## src/rtl/priv_1_12_trap_sequencer_if.sv

```systemverilog
// priv_1_12_trap_sequencer_if
//   Groups the trap/return request inputs, the privilege-block redirect
//   strobe, the fetch redirect handshake and the sequencer status outputs.
//   The master side is the pipeline/privilege environment; the slave side is
//   the trap sequencer itself.
//   Requests : trap_req, ret_req, ex_valid, ex_pc, fetch_pc
//   Memory   : dmem_busy, imem_busy
//   Priv     : insert_pc, priv_pc -> pipe_clear, epc
//   Fetch    : stall_fetch, flush_younger, redirect_valid, redirect_pc <- fetch_ack
//   Status   : drain_timeout, busy
interface priv_1_12_trap_sequencer_if;
  logic        trap_req;
  logic        ret_req;
  logic        ex_valid;
  logic [31:0] ex_pc;
  logic [31:0] fetch_pc;
  logic        dmem_busy;
  logic        imem_busy;
  logic        insert_pc;
  logic [31:0] priv_pc;
  logic        fetch_ack;
  logic        pipe_clear;
  logic [31:0] epc;
  logic        flush_younger;
  logic        stall_fetch;
  logic        redirect_valid;
  logic [31:0] redirect_pc;
  logic        drain_timeout;
  logic        busy;

  modport master (
    output trap_req, ret_req, ex_valid, ex_pc, fetch_pc, dmem_busy, imem_busy,
           insert_pc, priv_pc, fetch_ack,
    input  pipe_clear, epc, flush_younger, stall_fetch, redirect_valid,
           redirect_pc, drain_timeout, busy
  );

  modport slave (
    input  trap_req, ret_req, ex_valid, ex_pc, fetch_pc, dmem_busy, imem_busy,
           insert_pc, priv_pc, fetch_ack,
    output pipe_clear, epc, flush_younger, stall_fetch, redirect_valid,
           redirect_pc, drain_timeout, busy
  );
endinterface

```

## src/rtl/priv_1_12_trap_sequencer.sv

```systemverilog
// priv_1_12_trap_sequencer
//   Sequences the pipeline through a trap or xRET: capture epc, drain
//   outstanding memory traffic, hand the drained pipeline to the privilege
//   block, then issue its redirect PC toward fetch and wait for acceptance.
//   CLK  : core clock
//   nRST : asynchronous active-low reset
//   bus  : request/redirect/handshake signals (see the interface file)
//
//   state       | meaning
//   ------------+-----------------------------------------------------------
//   ST_IDLE     | waiting for trap_req/ret_req
//   ST_DRAIN    | fetch stalled, younger stages flushed, memory settling
//   ST_REDIRECT | pipe_clear to privilege block, waiting for insert_pc
//   ST_REFILL   | redirect_pc offered to fetch, waiting for fetch_ack
module priv_1_12_trap_sequencer #(
  parameter int DRAIN_TIMEOUT = 64
) (
  input logic                      CLK,
  input logic                      nRST,
  priv_1_12_trap_sequencer_if.slave bus
);

  localparam int CNT_W = $clog2(DRAIN_TIMEOUT + 1);
  localparam logic [CNT_W-1:0] CNT_LAST = CNT_W'(DRAIN_TIMEOUT - 1);
  localparam logic [CNT_W-1:0] CNT_MAX  = {CNT_W{1'b1}};

  typedef enum logic [1:0] {
    ST_IDLE,
    ST_DRAIN,
    ST_REDIRECT,
    ST_REFILL
  } state_t;

  state_t            state_q, state_d;
  logic [CNT_W-1:0]  cnt_q, cnt_d;
  logic [31:0]       epc_q, epc_d;
  logic [31:0]       redirect_pc_q, redirect_pc_d;
  logic              redirect_valid_q, redirect_valid_d;
  logic              drain_timeout_q, drain_timeout_d;

  always_comb begin
    state_d          = state_q;
    cnt_d            = cnt_q;
    epc_d            = epc_q;
    redirect_pc_d    = redirect_pc_q;
    redirect_valid_d = redirect_valid_q;
    drain_timeout_d  = 1'b0;
    case (state_q)
      ST_IDLE: begin
        cnt_d = '0;
        // Trap wins over a simultaneous return, so epc is captured then too.
        if (bus.trap_req) begin
          epc_d = bus.ex_valid ? bus.ex_pc : bus.fetch_pc;
        end
        if (bus.trap_req || bus.ret_req) begin
          state_d = ST_DRAIN;
        end
      end
      ST_DRAIN: begin
        if (cnt_q != CNT_MAX) begin
          cnt_d = cnt_q + CNT_W'(1);
        end
        if (!bus.dmem_busy && !bus.imem_busy) begin
          state_d = ST_REDIRECT;
        end else if (cnt_q == CNT_LAST) begin
          state_d         = ST_REDIRECT;
          drain_timeout_d = 1'b1;
        end
      end
      ST_REDIRECT: begin
        if (bus.insert_pc) begin
          redirect_pc_d    = bus.priv_pc;
          redirect_valid_d = 1'b1;
          state_d          = ST_REFILL;
        end
      end
      ST_REFILL: begin
        if (bus.fetch_ack) begin
          redirect_valid_d = 1'b0;
          state_d          = ST_IDLE;
        end
      end
      default: state_d = ST_IDLE;
    endcase
  end

  always_ff @(posedge CLK or negedge nRST) begin
    if (!nRST) begin
      state_q          <= ST_IDLE;
      cnt_q            <= '0;
      epc_q            <= '0;
      redirect_pc_q    <= '0;
      redirect_valid_q <= 1'b0;
      drain_timeout_q  <= 1'b0;
    end else begin
      state_q          <= state_d;
      cnt_q            <= cnt_d;
      epc_q            <= epc_d;
      redirect_pc_q    <= redirect_pc_d;
      redirect_valid_q <= redirect_valid_d;
      drain_timeout_q  <= drain_timeout_d;
    end
  end

  // flush_younger must already be high in the request cycle so the
  // instructions behind the trapping one never commit.
  assign bus.flush_younger  = (state_q == ST_DRAIN) ||
                              ((state_q == ST_IDLE) && (bus.trap_req || bus.ret_req));
  assign bus.stall_fetch    = (state_q == ST_DRAIN) || (state_q == ST_REDIRECT);
  assign bus.pipe_clear     = (state_q == ST_REDIRECT);
  assign bus.busy           = (state_q != ST_IDLE);
  assign bus.epc            = epc_q;
  assign bus.redirect_pc    = redirect_pc_q;
  assign bus.redirect_valid = redirect_valid_q;
  assign bus.drain_timeout  = drain_timeout_q;

endmodule

```

## src/flat_wrapper.sv

```systemverilog
// flat-port wrapper written by rule: the top's interface ports become plain ports
module priv_1_12_trap_sequencer_flat 
#(
  parameter int DRAIN_TIMEOUT = 64
)
  (CLK, nRST, bus_trap_req, bus_ret_req, bus_ex_valid, bus_ex_pc, bus_fetch_pc, bus_dmem_busy, bus_imem_busy, bus_insert_pc, bus_priv_pc, bus_fetch_ack, bus_pipe_clear, bus_epc, bus_flush_younger, bus_stall_fetch, bus_redirect_valid, bus_redirect_pc, bus_drain_timeout, bus_busy);
  priv_1_12_trap_sequencer_if bus_i ();
  input logic CLK;
  input logic nRST;
  input wire logic [$bits(bus_i.trap_req)-1:0] bus_trap_req;
  input wire logic [$bits(bus_i.ret_req)-1:0] bus_ret_req;
  input wire logic [$bits(bus_i.ex_valid)-1:0] bus_ex_valid;
  input wire logic [$bits(bus_i.ex_pc)-1:0] bus_ex_pc;
  input wire logic [$bits(bus_i.fetch_pc)-1:0] bus_fetch_pc;
  input wire logic [$bits(bus_i.dmem_busy)-1:0] bus_dmem_busy;
  input wire logic [$bits(bus_i.imem_busy)-1:0] bus_imem_busy;
  input wire logic [$bits(bus_i.insert_pc)-1:0] bus_insert_pc;
  input wire logic [$bits(bus_i.priv_pc)-1:0] bus_priv_pc;
  input wire logic [$bits(bus_i.fetch_ack)-1:0] bus_fetch_ack;
  output wire logic [$bits(bus_i.pipe_clear)-1:0] bus_pipe_clear;
  output wire logic [$bits(bus_i.epc)-1:0] bus_epc;
  output wire logic [$bits(bus_i.flush_younger)-1:0] bus_flush_younger;
  output wire logic [$bits(bus_i.stall_fetch)-1:0] bus_stall_fetch;
  output wire logic [$bits(bus_i.redirect_valid)-1:0] bus_redirect_valid;
  output wire logic [$bits(bus_i.redirect_pc)-1:0] bus_redirect_pc;
  output wire logic [$bits(bus_i.drain_timeout)-1:0] bus_drain_timeout;
  output wire logic [$bits(bus_i.busy)-1:0] bus_busy;
  assign bus_i.trap_req = bus_trap_req;
  assign bus_i.ret_req = bus_ret_req;
  assign bus_i.ex_valid = bus_ex_valid;
  assign bus_i.ex_pc = bus_ex_pc;
  assign bus_i.fetch_pc = bus_fetch_pc;
  assign bus_i.dmem_busy = bus_dmem_busy;
  assign bus_i.imem_busy = bus_imem_busy;
  assign bus_i.insert_pc = bus_insert_pc;
  assign bus_i.priv_pc = bus_priv_pc;
  assign bus_i.fetch_ack = bus_fetch_ack;
  assign bus_pipe_clear = bus_i.pipe_clear;
  assign bus_epc = bus_i.epc;
  assign bus_flush_younger = bus_i.flush_younger;
  assign bus_stall_fetch = bus_i.stall_fetch;
  assign bus_redirect_valid = bus_i.redirect_valid;
  assign bus_redirect_pc = bus_i.redirect_pc;
  assign bus_drain_timeout = bus_i.drain_timeout;
  assign bus_busy = bus_i.busy;
  priv_1_12_trap_sequencer #(.DRAIN_TIMEOUT(DRAIN_TIMEOUT)) u_core (.CLK(CLK), .nRST(nRST), .bus(bus_i));
endmodule
```

## config.mk

```make
export PLATFORM = sky130hd
export DESIGN_NAME = priv_1_12_trap_sequencer_flat
export DESIGN_NICKNAME = d
export VERILOG_FILES = /design/src/rtl/priv_1_12_trap_sequencer_if.sv /design/src/rtl/priv_1_12_trap_sequencer.sv /design/src/flat_wrapper.sv
export SDC_FILE = /design/constraint.sdc
export NUM_CORES = 1
export LEC_CHECK = 0
export ABC_AREA = 1
export CELL_PAD_IN_SITES_DETAIL_PLACEMENT = 0
export CELL_PAD_IN_SITES_GLOBAL_PLACEMENT = 1
export CORE_MARGIN = 4
export CORE_UTILIZATION = 49
export DETAILED_ROUTE_END_ITERATION = 16
export DONT_BUFFER_PORTS = 1
export PLACE_DENSITY_LB_ADDON = 0.25
export SETUP_SLACK_MARGIN = 0.4
export SLEW_MARGIN = 20
export SYNTH_ARGS = -nofsm -noshare
export SYNTH_HDL_FRONTEND = slang
export SYNTH_SLANG_ARGS = --single-unit
export TNS_END_PERCENT = 10
```

## constraint.sdc

```tcl
create_clock -name CLK -period 4.5 [get_ports CLK]
set_clock_uncertainty 0.2 [all_clocks]
set_input_delay 0.675 -clock CLK [delete_from_list [all_inputs] [get_ports CLK]]
set_output_delay 0.675 -clock CLK [all_outputs]
set_load 0.05 [all_outputs]
```

# [Word level (Yosys, flattened, before mapping)]
# Index checks and enable logic that the tools add are counted.
[totals] ff_bits=75 input_bits=105 wordCells=48
[op_classes] n_addsub=1 n_eq_ne=10 muxes=15 n_reduce_logical=16
[ops] operator="two-way mux 32 bit" n=1
[ops] operator="one-hot mux 7 bit (2 select lines)" n=1
[ops] operator="two-way mux 2 bit" n=5
[ops] operator="one-hot mux 2 bit (4 select lines)" n=1
[ops] operator="adder 7 x 1 -> 7 bit, second input constant" n=1
[ops] operator="equality test 7 x 6 -> 1 bit, second input constant" n=1
[ops] operator="two-way mux 7 bit" n=1
[ops] operator="inequality test 7 bit, second input constant" n=1
[ops] operator="inequality test 2 bit, second input constant" n=3
[ops] operator="AND reduction 2 bit" n=3
[ops] operator="nonzero test 2 bit" n=3
[ops] operator="two-way mux 1 bit" n=5
[ops] operator="equality test 2 bit, second input constant" n=2
[ops] operator="AND reduction 4 bit" n=1
[ops] operator="logical OR 1 bit" n=3
[ops] operator="inequality test 3 x 1 -> 1 bit, second input constant" n=1
[ops] operator="AND reduction 3 bit" n=1
[ops] operator="equality test 2 x 1 -> 1 bit, second input constant" n=1
[ops] operator="logical AND 1 bit" n=2
[ops] operator="zero test 1 bit" n=2
[ops] operator="zero test 2 bit" n=1
[ops] operator="inequality test 2 x 1 -> 1 bit, second input constant" n=1
[ops] operator="one-hot mux 1 bit (2 select lines)" n=1

# [Longest topological paths before layout]
[depth] ltp_word=4 ltp_mapped=8

# [Least setup slack after synthesis]
# OpenSTA, ideal clock, no wires.
[synth_path] path_kind="register -> output" from="register u_core.state_q[0]" to="output bus_flush_younger" t_arrival_ns=2.076 required_ns=3.625 setup_slack_ns=1.549 path_stages_with_launch=5 n_path_buf=0 path_cell_list="dfrtp_1 -> inv_1 -> ha_1 -> inv_1 -> o21ai_0"
[synth_via] elab_chain_cells=3
[synth_lines] item="start, declared" line="priv_1_12_trap_sequencer.sv:34" source="state_t state_q, state_d;"
[synth_lines] item="start signal, assigned" line="priv_1_12_trap_sequencer.sv:96" source="state_q <= state_d;"
[synth_lines] item="zero test 2 bit" line="priv_1_12_trap_sequencer.sv:108" source="((state_q == ST_IDLE) && (bus.trap_req || bus.ret_req));"
[synth_lines] item="logical AND 1 bit" line="priv_1_12_trap_sequencer.sv:108"
[synth_lines] item="logical OR 1 bit *" line="priv_1_12_trap_sequencer.sv:107" source="assign bus.flush_younger = (state_q == ST_DRAIN) ||"
[synth_lines] item="end, declared" line="flat_wrapper.sv:22" source="output wire logic [$bits(bus_i.flush_younger)-1:0] bus_flush_younger;"
# Every way passes the cells marked *; elsewhere a longest branch is shown, timed or not.

# [Worst setup path after layout]
[layout_path] from="register u_core.state_q[1]" to="output bus_flush_younger"
# Same word-level chain as after synthesis.

==> results.yml <==
drt:
  drc: 0
  wl_met1_microns: 3031
  drt-wirelength-per-cell_microns: 18.79
  wirelength_microns: 7781
  wl_met3_microns: 821
  wl_met2_microns: 3825
  drt_pass1_iterations: 4
  drt-initial-drc-count: 52
  ant_nets: 0
  route.top_layer_used: "met4"
  viasPerCell: 5.676
  routed-via-count: 2350
critical_path:
  crit_required_ps: 3620
  worstPathMaxFanout: 4
  critPathMaxStageDelay_ps: 840
  cp-startpoint: "u_core.state_q[1]"
  critPathKind: "flip-flop to output pin"
  critPathSlowestCell: "o21ai_1"
  reg2reg_slack_ps: 2060
  cpMostUsedCell: "inv_1"
  path_cells: "inv_1 > ha_1 > inv_1 > o21ai_1"
  r2r-start: "u_core.state_q[0]"
  rr_endpoint: "u_core.bus.redirect_pc[24]"
  crit_arrival_ps: 2140
  cp-start-kind: "flip-flop"
  r2r_cells: 4
  end_kind: "output pin"
finish:
  seqCellArea_sq_mm: 0.001877
  fillCellCount: 617
  final_nets: 442
  drive_gt1_share_pct: 18.40
  multi_input_area_sq_mm: 0.001294
  area_delta_synth_final_pct: 7.100
  final_cell_count_no_fill: 414
  antenna_cells: 0
placement:
  port_buffers: 0
  place_congestion: 0.7236
  place_inst: 397
  dp_hpwl_microns: 5587
logic_synthesis:
  synth_area_leaders: "dfrtp_1 (56%), mux2_2 (11%), a21oi_1 (9.9%), nand2_1 (6.6%), nor2_1 (4.3%)"
  avgSynthCellArea_sq_um: 9.965
  synthTopCellsByCount: "dfrtp_1 (75), a21oi_1 (66), nand2_1 (59)"
  syn_inst: 336
  synth_seq_cells: 75
  ys.flop_type: "dfrtp_1"
  synth-edff-count: 0
  synth_top_area_cell: "dfrtp_1"
  async_flop_share_pct: 100.0
  yosys_warnings: 0
  synth-seq-area-share_pct: 56.05
  synth.most_common_cell: "dfrtp_1"
  post-synth-top-area-fraction_pct: 56.05
  syn_nets: 446
  netlist_area_sq_mm: 0.003348
  yosysUniqueCellTypes: 21
timing:
  slew_headroom_pct: 32.32
  min_period_ps: 3020
  max_freq_ghz: 0.3311
  setup_viol_count_final: 0
  finalCritPeriodShare_pct: 67.11
  grt_setup_unrepaired: "false"
  worstMarginPinSlew_ps: 1014
  slew_viol_final: 0
  setup_tns_ps: 0
  final_hold_viol_count: 0
clock_network:
  root_buffer: "clkbuf_8"
  clk_latency_ps: 330
  cts-htree-levels: 3
  cts_setup_buffers: 0
  cts_tree: "built"
  cts_buffers: 9
  clk_path_buf_depth: 2
  clk_pin_slew_ps: 80
  clock_sinks: 75
  cts_resized: 0
global_route:
  grt_pass1_vias: 2412
  grt_max_degree: 76
  grt_use_total_pct: 19.00
  grt_pass1_wl_microns: 12600
  antenna_found_initial: 0
  grt_overflow: 0
die:
  dieArea_sq_mm: 0.008219
  num_rows: 29
  die_width_microns: 90.66
  start_util_pct: 51.55
  fp.dieH_microns: 90.66
  ioPinCount: 175
  core_area_sq_mm: 0.006495
run_status:
  status: "complete, no violations"
pwr:
  peakVddDrop_mv: 0.5371
  powerDensity_mw_per_mm2: 1013
  leakagePower_nw: 1.634
  total_power_mw: 3.633
hold_path:
  hp-class: "input port to async pin"
run:
  cap_violations: 0
-- critical path, delay by kind of cell (launching register included) --
kind / cells / cell delay [ps]
AOI/OAI and AO/OA: 1 / 840
buffers and inverters: 2 / 360
DFF: 1 / 420
adders and majority gates: 1 / 200
-- state kept, by name, indices dropped and copies added, names as in the netlist --
| register | count |
|---|---|
| u_core.bus.epc | 32 |
| u_core.bus.redirect_pc | 32 |
| u_core.cnt_q | 7 |
| u_core.state_q | 2 |
| u_core.bus.drain_timeout | 1 |
| u_core.bus.redirect_valid | 1 |
-- how the worst max path moves through the flow --
stage / end
floorplan: bus_flush_younger
global placement: bus_flush_younger
detailed placement: bus_flush_younger
CTS: bus_flush_younger
global route: bus_flush_younger
finish: bus_flush_younger
-- area by class of cell --
class                   count  area share [%]
clock buffers              10           3.838
clock inverters             6           2.617
inverters                  16           1.675
multi-input cells         229           36.08
flip-flops and latches     75           52.34
well taps                  77           2.687
repair buffers              1          0.7676
-- cell families after synthesis --
kind of cell             synth area share, %
buffers and inverters                  5.306
XOR/XNOR                              0.2616
AND/OR/NAND/NOR                        15.43
adder cells (fa/ha/maj)                1.868
flip-flops                             56.05
multiplexers                           10.76
AO/OA/AOI/OAI                          10.31
-- cells in the final DEF, fill, tap and decap left out, types with 2 or more instances in the layout --
| cell type | n |
|---|---|
| mux2_2 | 32 |
| nand2_2 | 5 |
| ha_1 | 5 |
| bufinv_16 | 2 |
| clkbuf_8 | 10 |
| o21ai_0 | 2 |
| inv_2 | 2 |
| dfrtp_1 | 75 |
| nor2_1 | 38 |
| a21oi_1 | 66 |
| inv_6 | 3 |
| or2_2 | 2 |
| nand3_1 | 10 |
| nand2_1 | 59 |
| inv_1 | 14 |
| nand4_1 | 2 |
| nor2_2 | 2 |
-- timing repair --
item | in CTS | in global routing
endpoints found under the setup margin | 0 | 0
hold endpoints to repair | 75 | 0
hold buffers | 1 | 0
-- per-layer routing --
layer	vias up	global-route usage, %
li1	1100	-
met1	1122	22.98
met2	117	31.32
met3	11	7.250
met4	0	5.995
met5	-	0
-- metrics by stage --
stage / hold slack, ps / utilization, % / setup slack (ps) / cell area [sq um]
final: 7.317 / 55.21 / 1480 / 3586
after global routing: 44.06 / 55.21 / 1368 / 3586
after floorplan: 179.4 / - / 1549 / 3348
after global placement: 181.2 / 51.22 / 1870 / 3327
after CTS: 28.01 / 55.21 / 1455 / 3586
after detailed placement: 181.4 / 51.22 / 1831 / 3327
-- report_power, final --
part,internal [mW],total (mW),switching (mW)
Combinational,0.317,0.772,0.455
Clock,0.333,0.587,0.253
Sequential,0.975,2.27,1.30
No activity file was read; power rests on OpenSTA's default activity.
